[config.mk]
export PLATFORM = sky130hd
export DESIGN_NAME = uart_rx_parity_check
export DESIGN_NICKNAME = d
export VERILOG_FILES = /design/src/rtl/uart_rx_parity_check.sv
export SDC_FILE = /design/constraint.sdc
export NUM_CORES = 1
export LEC_CHECK = 0
export ABC_AREA = 1
export CORE_AREA = 4 4 66 68
export CTS_CLUSTER_SIZE = 24
export DETAILED_ROUTE_END_ITERATION = 16
export DIE_AREA = 0 0 70 72
export PLACE_DENSITY = 0.7
export SLEW_MARGIN = 0
export SYNTH_ARGS = -nofsm -noshare
export SYNTH_HDL_FRONTEND = slang
export SYNTH_SLANG_ARGS = --single-unit
[constraint.sdc]
create_clock -name HCLK -period 2.1 [get_ports HCLK]
set_clock_uncertainty 0.2 [all_clocks]
set_input_delay 0.42 -clock HCLK [delete_from_list [all_inputs] [get_ports HCLK]]
set_output_delay 0.42 -clock HCLK [all_outputs]
set_load 0.02 [all_outputs]
[src/rtl/uart_rx_parity_check.sv]
// rtl/uart_rx_parity_check.sv - UART receiver with mid-bit sampling, parity/stop checking and valid/ack hand-off
module uart_rx_parity_check #(
    parameter int DATA_WIDTH = 8,
    parameter int OVERSAMPLE = 16
) (
    input  logic                  HCLK,
    input  logic                  HRESETn,
    input  logic                  baud_tick,
    input  logic                  rx_in,
    input  logic                  parity_en,
    input  logic                  is_even_parity,
    input  logic                  rx_ack,
    output logic [DATA_WIDTH-1:0] rx_data,
    output logic                  rx_valid,
    output logic                  parity_error,
    output logic                  framing_error,
    output logic                  overrun_error,
    output logic                  rx_busy
);

    localparam int TW = $clog2(OVERSAMPLE);
    localparam int BW = $clog2(DATA_WIDTH + 1);

    typedef enum logic [2:0] {IDLE, START, DATA, PARITY, STOP} state_t;

    state_t                  state, state_next;
    logic                    rx_meta, rx_s;
    logic [TW-1:0]           tick_cnt;
    logic [BW-1:0]           bit_cnt;
    logic [DATA_WIDTH-1:0]   shift_reg;
    logic                    par_bit;
    logic                    cfg_par_en, cfg_even;
    logic                    mid_start, bit_end, last_data;
    logic                    frame_done, expected_par, par_err;

    assign mid_start = (tick_cnt == TW'(OVERSAMPLE / 2 - 1));
    assign bit_end   = (tick_cnt == TW'(OVERSAMPLE - 1));
    assign last_data = (bit_cnt == BW'(DATA_WIDTH - 1));

    always_ff @(posedge HCLK or negedge HRESETn) begin
        if (!HRESETn) begin
            rx_meta <= 1'b1;
            rx_s    <= 1'b1;
        end else begin
            rx_meta <= rx_in;
            rx_s    <= rx_meta;
        end
    end

    always_ff @(posedge HCLK or negedge HRESETn) begin
        if (!HRESETn) state <= IDLE;
        else          state <= state_next;
    end

    always_comb begin
        state_next = state;
        if (baud_tick) begin
            case (state)
                IDLE:    if (!rx_s) state_next = START;
                START:   if (mid_start) state_next = rx_s ? IDLE : DATA;
                DATA:    if (bit_end && last_data) state_next = cfg_par_en ? PARITY : STOP;
                PARITY:  if (bit_end) state_next = STOP;
                STOP:    if (bit_end) state_next = IDLE;
                default: state_next = IDLE;
            endcase
        end
    end

    always_comb begin
        rx_busy    = (state != IDLE);
        frame_done = baud_tick && (state == STOP) && bit_end;
    end

    // Timing counters and the frame datapath only move on baud ticks.
    always_ff @(posedge HCLK or negedge HRESETn) begin
        if (!HRESETn) begin
            tick_cnt   <= '0;
            bit_cnt    <= '0;
            shift_reg  <= '0;
            par_bit    <= 1'b0;
            cfg_par_en <= 1'b0;
            cfg_even   <= 1'b0;
        end else if (baud_tick) begin
            case (state)
                IDLE: tick_cnt <= '0;
                START: begin
                    if (mid_start) begin
                        tick_cnt   <= '0;
                        bit_cnt    <= '0;
                        cfg_par_en <= parity_en;
                        cfg_even   <= is_even_parity;
                    end else begin
                        tick_cnt <= tick_cnt + TW'(1);
                    end
                end
                DATA, PARITY, STOP: begin
                    if (bit_end) begin
                        tick_cnt <= '0;
                        if (state == DATA) begin
                            shift_reg <= {rx_s, shift_reg[DATA_WIDTH-1:1]};
                            bit_cnt   <= bit_cnt + BW'(1);
                        end
                        if (state == PARITY) par_bit <= rx_s;
                    end else begin
                        tick_cnt <= tick_cnt + TW'(1);
                    end
                end
                default: tick_cnt <= '0;
            endcase
        end
    end

    assign expected_par = cfg_even ? (^shift_reg) : ~(^shift_reg);
    assign par_err      = cfg_par_en && (par_bit != expected_par);

    // A completing frame wins over a plain ack; an ack in the same cycle frees the holding slot.
    always_ff @(posedge HCLK or negedge HRESETn) begin
        if (!HRESETn) begin
            rx_data       <= '0;
            rx_valid      <= 1'b0;
            parity_error  <= 1'b0;
            framing_error <= 1'b0;
            overrun_error <= 1'b0;
        end else if (frame_done) begin
            if (!rx_valid || rx_ack) begin
                rx_data       <= shift_reg;
                rx_valid      <= 1'b1;
                parity_error  <= par_err;
                framing_error <= ~rx_s;
                if (rx_ack) overrun_error <= 1'b0;
            end else begin
                overrun_error <= 1'b1;
            end
        end else if (rx_ack && rx_valid) begin
            rx_valid      <= 1'b0;
            parity_error  <= 1'b0;
            framing_error <= 1'b0;
            overrun_error <= 1'b0;
        end
    end

endmodule

==> summary.txt <==
Run status
  – Status: completed

Worst setup path
  – Critical Path RT: 1480 ps
  – CP Cell Sequence: nor2_1, nand2_1, dlygate4sd2_1
  – Crit. End Element: output pin
  – Worst Path Max Fanout: 5
  – CP max stage delay: 430 ps
  – Worst setup SP type: flop
  – Critical Path Slowest Stage Cell: dfrtp_1
  – Setup Crit Path Kind: flop to output pin
  – Arrival time of the worst setup path: 1300 ps

Place
  – Placed instance count: 291
  – HPWL after DPL: 2450 microns
  – GP Congestion: 0.813
  – # port buffers: 19

Synthesis
  – Synth area leader: dfrtp_1
  – Top-count cell post-synth: nand2_1
  – Post-synth top area share: 46.2%
  – Register area share after synthesis: 49.1%
  – Post-synth EDFFs: 0
  – Synth warn: 0
  – Post-synth ARST share: 100%
  – Post-synthesis cell type count: 29
  – Syn_area_per_cell: 8.29 sq um
  – Gate count of the mapped netlist: 222
  – Syn nets: 231
  – FF+latch count, synth: 36
  – Main synth FF type: dfrtp_1
  – Cell area after synthesis: 1840 sq um
  – Area contributors post-synth: dfrtp_1 46%, nand2_1 16%, inv_1 6.1%, o21ai_2 4.3%, o21ai_0 3.8%
  – Most instantiated cells after synthesis: 77 x nand2_1, 34 x dfrtp_1, 30 x inv_1

Final layout
  – Area occupied by multi-input gates: 791 sq um
  – Final Util: 56.4%
  – Share of layout cells above drive strength 1: 12.9%
  – Area delta synth->final: 18.2%
  – Fin cells: 299
  – Sequential cell area: 903 sq um
  – Layout Nets: 257
  – ANT cells: 0
  – Fillers: 388

STA
  – Max frequency: 0.520 GHz
  – Fin Hold WS: 157 ps
  – Min Clock Period, post-route: 1920 ps
  – Slew @ Worst Pin: 450 ps
  – Setup tns final: 0 ps
  – Max-slew violations: 0
  – Final Hold Vio Count: 0
  – Setup-failing EPs final: 0
  – Slew margin rel.: 70.0%
  – Tcrit/Tclk final: 91.7%
  – Unrepaired setup endpoints after global routing: no

Detailed routing
  – Via density: 4.72
  – First DRT Iteration DRCs: 92
  – Via count: 1,412
  – Mean routed wirelength per cell: 10.9 microns
  – # DRC: 0
  – Final WL: 3270 microns
  – Drt pass-1 iters: 4
  – Post-route antenna net violation count: 0

Floorplanning
  – Core ar.: 3860 sq um
  – I/O pins: 20
  – Rows: 23
  – Die area: 5040 sq um
  – Die Span Y: 72 microns
  – DIE WIDTH: 70 microns
  – Initial Util: 47.7%

CTS
  – Clock Tree Buf Depth: 2
  – Clock Latency Late Sink: 280 ps
  – H-tree depth: 2
  – CTS tree: yes
  – CTS root buf: clkbuf_8
  – CTS Sinks: 36
  – Clock-pin slew on the worst setup and hold paths: 70 ps
  – Hold bufs inserted after CTS: 0
  – CTS Buf Count: 5

Power and ir drop
  – Tot Pwr: 1.78 mW
  – P_leak: 1.07 nW
  – Pwr Density: 818 nW/um^2
  – Worst vdd ir: 526 uV

Run
  – Max-capacitance violation count: 0

GRT
  – Largest net degree at the start of global routing: 37
  – First-pass GRT wire length: 5770 microns
  – Global route total overflow: 0
  – Tot GR Track Use: 14.6%
  – Antenna violations before repair: 0
  – Vias in the first global route: 1,350

Min path
  – Hold/Removal Path Class: flop to flop
==> final timing paths <==
check,slack (ps),startpoint,cells past startpoint,endpoint
min reg2reg,160,rx_meta,0,rx_s
max,180,state[0],3,rx_busy
min,160,rx_meta,0,rx_s
max reg2reg,280,tick_cnt[0],9,parity_error
min in group asynchronous,360,HRESETn,2,rx_data[2]
max in group asynchronous,1000,HRESETn,2,rx_s
==> cells by family (layout without fill, tap and decap cells) <==
| group | Yosys count | in the layout | synth area share (%) |
|---|---|---|---|
| xor gates and xnor gates | 5 | 5 | 2.38 |
| and+or+nand+nor | 108 | 108 | 25.8 |
| AOI/OAI and AO/OA | 36 | 36 | 13.4 |
| buffers and inverters | 35 | 62 | 7.95 |
| DFF | 36 | 36 | 49.1 |
| adders and majority gates | 2 | 2 | 1.36 |
==> layout by cell type, fill, tap and decap left out, drive strengths merged <==
cell type,count
nand2,80
dfrtp,34
inv,33
o21ai,23
clkdlybuf4s50,18
nor2,13
nand3,12
clkbuf,8
a21oi,4
xor2,3
o31ai,2
o41ai,2
xnor2,2
ha,2
buf,2
dfstp,2
or2,1
a31oi,1
nand4,1
o22ai,1
a22oi,1
o211ai,1
o21a,1
nor3b,1
dlygate4sd2,1
==> what timing repair did <==
| item | in CTS | in global routing |
|---|---|---|
| buffers inserted | 0 | 0 |
| gates resized for setup | 1 | 0 |
| endpoints found under the setup margin | 1 | 0 |
==> report_power, final <==
group          internal [mW]  switching (mW)
logic                  0.159           0.317
registers              0.752          0.0556
clock network          0.267           0.227
total                   1.18           0.600
==> layer usage <==
metal	GRT usage, %	share of wire [%]
met3	3.74	3.4
met5	0	0
met4	7.02	1.6
met1	16.6	45
met2	25.8	50
==> area by class of cell <==
type | instances | area share [%]
Clock buffer | 8 | 4.14
Inverter | 33 | 5.70
Multi-Input combinational cell | 151 | 36.4
Sequential cell | 36 | 41.5
Tap cell | 50 | 2.88
Timing Repair Buffer | 21 | 9.38
==> per-stage QoR <==
step	setup WS (ps)	area, sq um
3_3_place_gp	132	2090
3_5_place_dp	119	2090
5_1_grt	79.9	2170
6_report	175	2170
4_1_cts	160	2170
2_1_floorplan	465	1840
==> critical path: cells and delay by family (launching register included) <==
kind | cells | cell delay, ps
buffers and inverters | 1 | 330
AND/OR/NAND/NOR | 2 | 260
flip-flops | 1 | 430
Power figures use the tool's default switching activity.
